### config.mk
export PLATFORM = sky130hd
export DESIGN_NAME = mem_bus_master
export DESIGN_NICKNAME = d
export VERILOG_FILES = /design/src/rtl/mem_bus_pkg.sv /design/src/rtl/byte_lane_unit.sv /design/src/rtl/mem_bus_master.sv
export SDC_FILE = /design/constraint.sdc
export NUM_CORES = 1
export LEC_CHECK = 0
export ABC_AREA = 1
export BUFFER_PORTS_ARGS = -buffer_cell sky130_fd_sc_hd__clkbuf_2
export CORE_ASPECT_RATIO = 0.6
export CORE_MARGIN = 2
export CORE_UTILIZATION = 30
export DETAILED_ROUTE_END_ITERATION = 8
export GPL_ROUTABILITY_DRIVEN = 0
export PLACE_DENSITY = 0.61
export SYNTH_ARGS = -nofsm -noshare
export SYNTH_HDL_FRONTEND = slang
export SYNTH_SLANG_ARGS = --single-unit
export TNS_END_PERCENT = 50
### constraint.sdc
create_clock -name clk -period 3 [get_ports clk]
set_clock_uncertainty 0.05 [all_clocks]
set_input_delay 0.15 -clock clk [delete_from_list [all_inputs] [get_ports clk]]
set_output_delay 0.15 -clock clk [all_outputs]
set_load 0.05 [all_outputs]
### src/rtl/mem_bus_pkg.sv
// rtl/mem_bus_pkg.sv - shared types and constants for the memory bus initiator
//
// Access size encoding, FSM state enum, memory map constants and the
// request legality check used at the accept edge.
package mem_bus_pkg;

  localparam int         MAP_WORDS = 256;
  localparam logic [7:0] LED_WORD  = 8'd128;
  localparam logic [7:0] SW_WORD   = 8'd129;
  localparam logic [7:0] SEG_WORD  = 8'd192;

  typedef enum logic [1:0] {
    SIZE_BYTE = 2'b00,
    SIZE_HALF = 2'b01,
    SIZE_WORD = 2'b10,
    SIZE_BAD  = 2'b11
  } size_e;

  typedef enum logic [2:0] {
    ST_IDLE,
    ST_RD_REQ,
    ST_RMW_GAP,
    ST_WR_REQ,
    ST_RESP
  } state_e;

  // True when a request must be rejected without touching the bus.
  // The switch word is an input port, so any store to it is refused.
  function automatic logic req_illegal(input logic wr, input logic [1:0] size,
                                       input logic [31:0] addr);
    logic misaligned;
    misaligned = (size == SIZE_HALF && addr[0]) ||
                 (size == SIZE_WORD && addr[1:0] != 2'b00);
    return (size == SIZE_BAD) || misaligned ||
           (addr[31:2] >= 30'(MAP_WORDS)) ||
           (wr && addr[9:2] == SW_WORD);
  endfunction

endpackage

### src/rtl/byte_lane_unit.sv
// rtl/byte_lane_unit.sv - sub-word load extract and store merge
//
// Purely combinational.
//   size  : access size of the pending request
//   lane  : byte address bits [1:0] of the request
//   word  : full word returned by the responder
//   wdata : right-justified store data
//   rdata : selected lane of word, zero-extended
//   merged: word with only the addressed lane replaced by wdata
module byte_lane_unit
  import mem_bus_pkg::*;
(
  input  size_e       size,
  input  logic [1:0]  lane,
  input  logic [31:0] word,
  input  logic [31:0] wdata,
  output logic [31:0] rdata,
  output logic [31:0] merged
);

  always_comb begin
    rdata  = word;
    merged = wdata;
    case (size)
      SIZE_BYTE: begin
        rdata  = {24'b0, word[{lane, 3'b000} +: 8]};
        merged = word;
        merged[{lane, 3'b000} +: 8] = wdata[7:0];
      end
      SIZE_HALF: begin
        rdata  = {16'b0, word[{lane[1], 4'b0000} +: 16]};
        merged = word;
        merged[{lane[1], 4'b0000} +: 16] = wdata[15:0];
      end
      default: ;
    endcase
  end

endmodule

### src/rtl/mem_bus_master.sv
// rtl/mem_bus_master.sv - CPU load/store initiator for the en/wrt/done responder
//
// Accepts one load/store per valid/ready handshake, rejects illegal ones,
// performs read-modify-write for byte/halfword stores and returns a single
// cycle response. All outputs are registered except cpu_req_ready.
//   cpu_req_*     : request (valid/ready, wr, size, byte addr, wdata)
//   cpu_rsp_*     : response pulse (valid, rdata, err), no backpressure
//   bus_addr/d    : word index and write data to the responder
//   bus_en/wrt    : active-low strobe and write flag
//   bus_q/done    : responder read data and acknowledge
module mem_bus_master
  import mem_bus_pkg::*;
#(
  parameter int TIMEOUT = 15
) (
  input  logic        clk,
  input  logic        rst,
  input  logic        cpu_req_valid,
  output logic        cpu_req_ready,
  input  logic        cpu_req_wr,
  input  logic [1:0]  cpu_req_size,
  input  logic [31:0] cpu_req_addr,
  input  logic [31:0] cpu_req_wdata,
  output logic        cpu_rsp_valid,
  output logic [31:0] cpu_rsp_rdata,
  output logic        cpu_rsp_err,
  output logic [31:0] bus_addr,
  output logic [31:0] bus_d,
  output logic        bus_en,
  output logic        bus_wrt,
  input  logic [31:0] bus_q,
  input  logic        bus_done
);

  localparam int CW = $clog2(TIMEOUT + 1);

  state_e        state;
  logic [CW-1:0] cnt;
  logic          req_wr;
  size_e         req_size;
  logic [1:0]    req_lane;
  logic [31:0]   req_wdata;
  logic [31:0]   lane_rdata;
  logic [31:0]   lane_merged;
  logic          timed_out;

  assign cpu_req_ready = (state == ST_IDLE);
  // cnt counts completed cycles in the request state; this is the last one.
  assign timed_out     = (cnt == CW'(TIMEOUT - 1));

  byte_lane_unit u_lane (
    .size   (req_size),
    .lane   (req_lane),
    .word   (bus_q),
    .wdata  (req_wdata),
    .rdata  (lane_rdata),
    .merged (lane_merged)
  );

  always_ff @(posedge clk) begin
    if (rst) begin
      state         <= ST_IDLE;
      cnt           <= '0;
      req_wr        <= 1'b0;
      req_size      <= SIZE_BYTE;
      req_lane      <= 2'b00;
      req_wdata     <= '0;
      bus_en        <= 1'b1;
      bus_wrt       <= 1'b0;
      bus_addr      <= '0;
      bus_d         <= '0;
      cpu_rsp_valid <= 1'b0;
      cpu_rsp_rdata <= '0;
      cpu_rsp_err   <= 1'b0;
    end else begin
      case (state)
        ST_IDLE: begin
          if (cpu_req_valid) begin
            req_wr    <= cpu_req_wr;
            req_size  <= size_e'(cpu_req_size);
            req_lane  <= cpu_req_addr[1:0];
            req_wdata <= cpu_req_wdata;
            if (req_illegal(cpu_req_wr, cpu_req_size, cpu_req_addr)) begin
              cpu_rsp_valid <= 1'b1;
              cpu_rsp_err   <= 1'b1;
              cpu_rsp_rdata <= '0;
              state         <= ST_RESP;
            end else begin
              bus_addr <= {24'b0, cpu_req_addr[9:2]};
              bus_en   <= 1'b0;
              cnt      <= '0;
              if (cpu_req_wr && cpu_req_size == SIZE_WORD) begin
                bus_wrt <= 1'b1;
                bus_d   <= cpu_req_wdata;
                state   <= ST_WR_REQ;
              end else begin
                // Loads and sub-word stores both start with a read.
                bus_wrt <= 1'b0;
                state   <= ST_RD_REQ;
              end
            end
          end
        end
        ST_RD_REQ: begin
          if (bus_done) begin
            bus_en <= 1'b1;
            if (req_wr) begin
              bus_d <= lane_merged;
              state <= ST_RMW_GAP;
            end else begin
              cpu_rsp_valid <= 1'b1;
              cpu_rsp_err   <= 1'b0;
              cpu_rsp_rdata <= lane_rdata;
              state         <= ST_RESP;
            end
          end else if (timed_out) begin
            bus_en        <= 1'b1;
            cpu_rsp_valid <= 1'b1;
            cpu_rsp_err   <= 1'b1;
            cpu_rsp_rdata <= '0;
            state         <= ST_RESP;
          end else begin
            cnt <= cnt + 1'b1;
          end
        end
        ST_RMW_GAP: begin
          // One idle cycle so the responder drops done before the write.
          bus_en  <= 1'b0;
          bus_wrt <= 1'b1;
          cnt     <= '0;
          state   <= ST_WR_REQ;
        end
        ST_WR_REQ: begin
          if (bus_done || timed_out) begin
            bus_en        <= 1'b1;
            cpu_rsp_valid <= 1'b1;
            cpu_rsp_err   <= ~bus_done;
            cpu_rsp_rdata <= '0;
            state         <= ST_RESP;
          end else begin
            cnt <= cnt + 1'b1;
          end
        end
        ST_RESP: begin
          cpu_rsp_valid <= 1'b0;
          cpu_rsp_err   <= 1'b0;
          cpu_rsp_rdata <= '0;
          state         <= ST_IDLE;
        end
        default: state <= ST_IDLE;
      endcase
    end
  end

endmodule

==> results list <==
- Fraction of final layout cells sized beyond drive strength 1: 21.22%
- In this run the post-CTS setup repair buffer count came out at 0.
- After global routing the overflow that remains totals 0.
- Entering global routing, the biggest net connects 58 pins.
- Number of iterations in the first detailed-routing pass: 6
- Share of the yosys chip area belonging to registers: 32.50%
- Flop and latch count out of synthesis: 120
- Nets@finish: 1473
* PortBufs: 179
- Min-Delay Startpoint: cpu_req_wdata[10]
- Based on the critical path, the design can be clocked at up to 405.6 MHz.
* Hold Buf Count CTS: 38
- Avg Vias per Cell: 5.000
* Critical path data required time: 3270 ps
- Total negative slack for setup checks: 0 ps
- After detailed routing, the average wire length per cell comes to 16.58 um.
- Before CTS, the worst setup slack after placement is 654.7 ps.
* Reg-to-Reg Start: req_size[1]
- Along the worst path, the maximum fanout reaches 26.
- Most used routing layer: met2
* Total Die Area: 25950 um^2
- After detailed routing, the total wire length is 28.15 mm.
* CTS H-Tree Depth: 4
- The detailed router finished its first iteration with 710 violations.
* Number of global-route vias before repair: 7905
* GR Layer Usage met3: 5.996%
- Fill cells: 2622
* Number of antenna violations at the first check in global routing: 0
* Final design utilization: 38.90%
- The min-delay analysis places its worst path in the category input port to register.
- Detailed-placement wirelength estimate: 21.01 mm
* PwrDens: 632.4 nW/um^2
- In this run the standard cell core region covers 24170 um^2.
* Result of the run: complete, no violations
- The first global-routing pass estimated 43.92 mm of wire.
- The detail route stage leaves a number of antenna-violating nets equal to 0.
- Vias: 8490
- Number of buffers on the longest clock path: 2
* Post-synthesis instance total: 1183
- The multi-input combinational cells in the finished layout cover a total of 4179 um^2.
- From synthesis to final layout, the design area changed by 27.17%.
* Final slew viol count: 0
- Total clock sinks: 120
* Type of the setup path with the least slack: register to register
* Shortest period the worst path allows: 2466 ps
- Crit share post-route: 82.18%
- Met1 track utilization from global routing: 31.45%
* Worst setup SP type: register
* N_diodes: 0
- Across all setup checks in the final design, the least slack found is 534.5 ps.
* Cell Area, Synth: 7392 um^2
* Final hold vios: 0
- Core Rows: 44
- Clock root buffer master: sky130_fd_sc_hd__clkbuf_16
* Worst Path Arrival: 2730 ps
- A synthesized cell averages 6.249 um^2.
* Floorplan die width: 206.7 um
* Leading cell types in the layout, fill and taps excluded: sky130_fd_sc_hd__nand2_1, sky130_fd_sc_hd__clkbuf_2, sky130_fd_sc_hd__nor2_1, sky130_fd_sc_hd__dfxtp_1, sky130_fd_sc_hd__a21oi_1
- Yosys Warn Count: 0
- Kind of end point of the critical path: register
- After clock tree synthesis, the clock-pin slew on the worst setup and hold paths is 60 ps.
- The library cell used most frequently in the layout, excluding fill and tap cells, is sky130_fd_sc_hd__nand2_1.
- Unique cell type count in the Yosys netlist: 38
- The critical path starts at req_size[1].
- Setup repair after global routing missed its margin: no
* Static leakage: 4.352 nW
* Total clock buffers created by CTS: 17
* Clock tree from TritonCTS: done
- VDD IR max: 0.3550 mV
- Gates resized during post-CTS repair numbered 0.
- The sequential cells in the finished layout cover a total of 2402 um^2.
* GR Util All Layers: 21.91%
- Final Total Pwr: 5.945 mW
- Die boundary height: 125.6 um
* Top-level port count: 204
* Measured slew at the worst slew-check pin: 1060 ps
- Count of max-cap constraint violations: 0
- Starting density of the core: 30.59%
- Normalized max-slew margin: 28.86%
- The later pin in the worst-skew pair is clocked with a latency of 430 ps.
- For met2 alone, demand over resource in global routing was 31.97%.
- DRC errors left: 0
- Count of endpoints failing setup in the final report: 0
## path summary, 6_finish.rpt
path / endpoint / slack [ps] / cells after the start
setup reg to reg: cpu_rsp_rdata[7] / 530 / 10
hold / removal: req_wdata[10] / 30 / 3
setup / recovery: cpu_rsp_rdata[7] / 530 / 10
hold reg to reg: req_wdata[27] / 420 / 2
## layer usage
metal  part of all wire [%]  wire length (um)  vias to the layer above
met1                     46             12940                     3856
met4                    1.6               441                        0
met2                     42             11750                      437
met3                     11              3025                       34
li1                       -                 -                     4163
met5                      0                 0                        -
## critical path, cell delays in order (launching register included)
cell                       delay, ps
sky130_fd_sc_hd__dfxtp_1         320
sky130_fd_sc_hd__buf_4           230
sky130_fd_sc_hd__nor2_1          180
sky130_fd_sc_hd__buf_4           220
sky130_fd_sc_hd__nand2_1          70
sky130_fd_sc_hd__nand2_1         490
sky130_fd_sc_hd__inv_2           250
sky130_fd_sc_hd__o221ai_1        280
sky130_fd_sc_hd__nor2_1           70
sky130_fd_sc_hd__nor2_1          110
sky130_fd_sc_hd__nor2_1           60
## power breakdown
group          leakage [nW]  switching, mW  internal [mW]  total [mW]
clock network         0.308          0.792           1.41        2.20
logic                  3.06           1.37          0.507        1.88
registers             0.981          0.115           1.75        1.86
total                  4.35           2.28           3.66        5.95
## Yosys cell counts, drive strengths merged
master  instances  area [um^2]
nand4          39        244.0
or2            34        212.7
o22ai          10        62.56
a31oi           1        6.260
inv            96        360.3
o221ai          6        52.55
o211ai          6        45.04
dfxtp         120         2402
buf            55        364.1
xor2            1        8.760
o31ai           8        60.06
nand3          58        290.3
conb            1        3.750
o21ai          82        414.1
xnor2           1        8.760
nor3           19        106.4
nor2          173        713.2
nand2         299         1164
ha              7        87.58
a21oi         118        590.6
a22oi           3        22.52
clkbuf         44        165.2
clkinv          2        7.510
## state kept, by name (all words and copies together) (netlist names), 2 cells and up
signal         count
bus_addr           8
bus_d             32
req_wdata         32
cnt                4
req_size           2
cpu_rsp_rdata     32
state              3
req_lane           2
## logic make-up (layout without fill, tap and decap cells)
group	after synthesis	after routing	share of synthesized area (%)
xor gates and xnor gates	2	2	0.2370
DFF	120	120	32.50
and+or+nand+nor	622	622	36.93
buffers and inverters	197	367	12.14
adders and majority gates	7	7	1.185
other	1	24	0.05073
AOI/OAI and AO/OA	234	234	16.96
## final cells by class
cell class                      count  area share [%]
Tap cell                          322           4.286
Clock inverter                     12           1.863
Timing Repair Buffer              237           15.17
Multi-Input combinational cell    889           44.46
Inverter                           98           3.913
Clock buffer                       20           4.752
Sequential cell                   120           25.56
## per-stage QoR
step,instances,cell area [um^2],hold WS [ps]
after floorplan,1206,7478,234.9
after global placement,1628,8398,346.0
after detailed placement,1628,8398,352.7
after CTS,1698,9400,11.76
after global routing,1698,9400,38.15
final,1698,9400,28.30
Note: power is estimated with default switching activity, not from simulation.
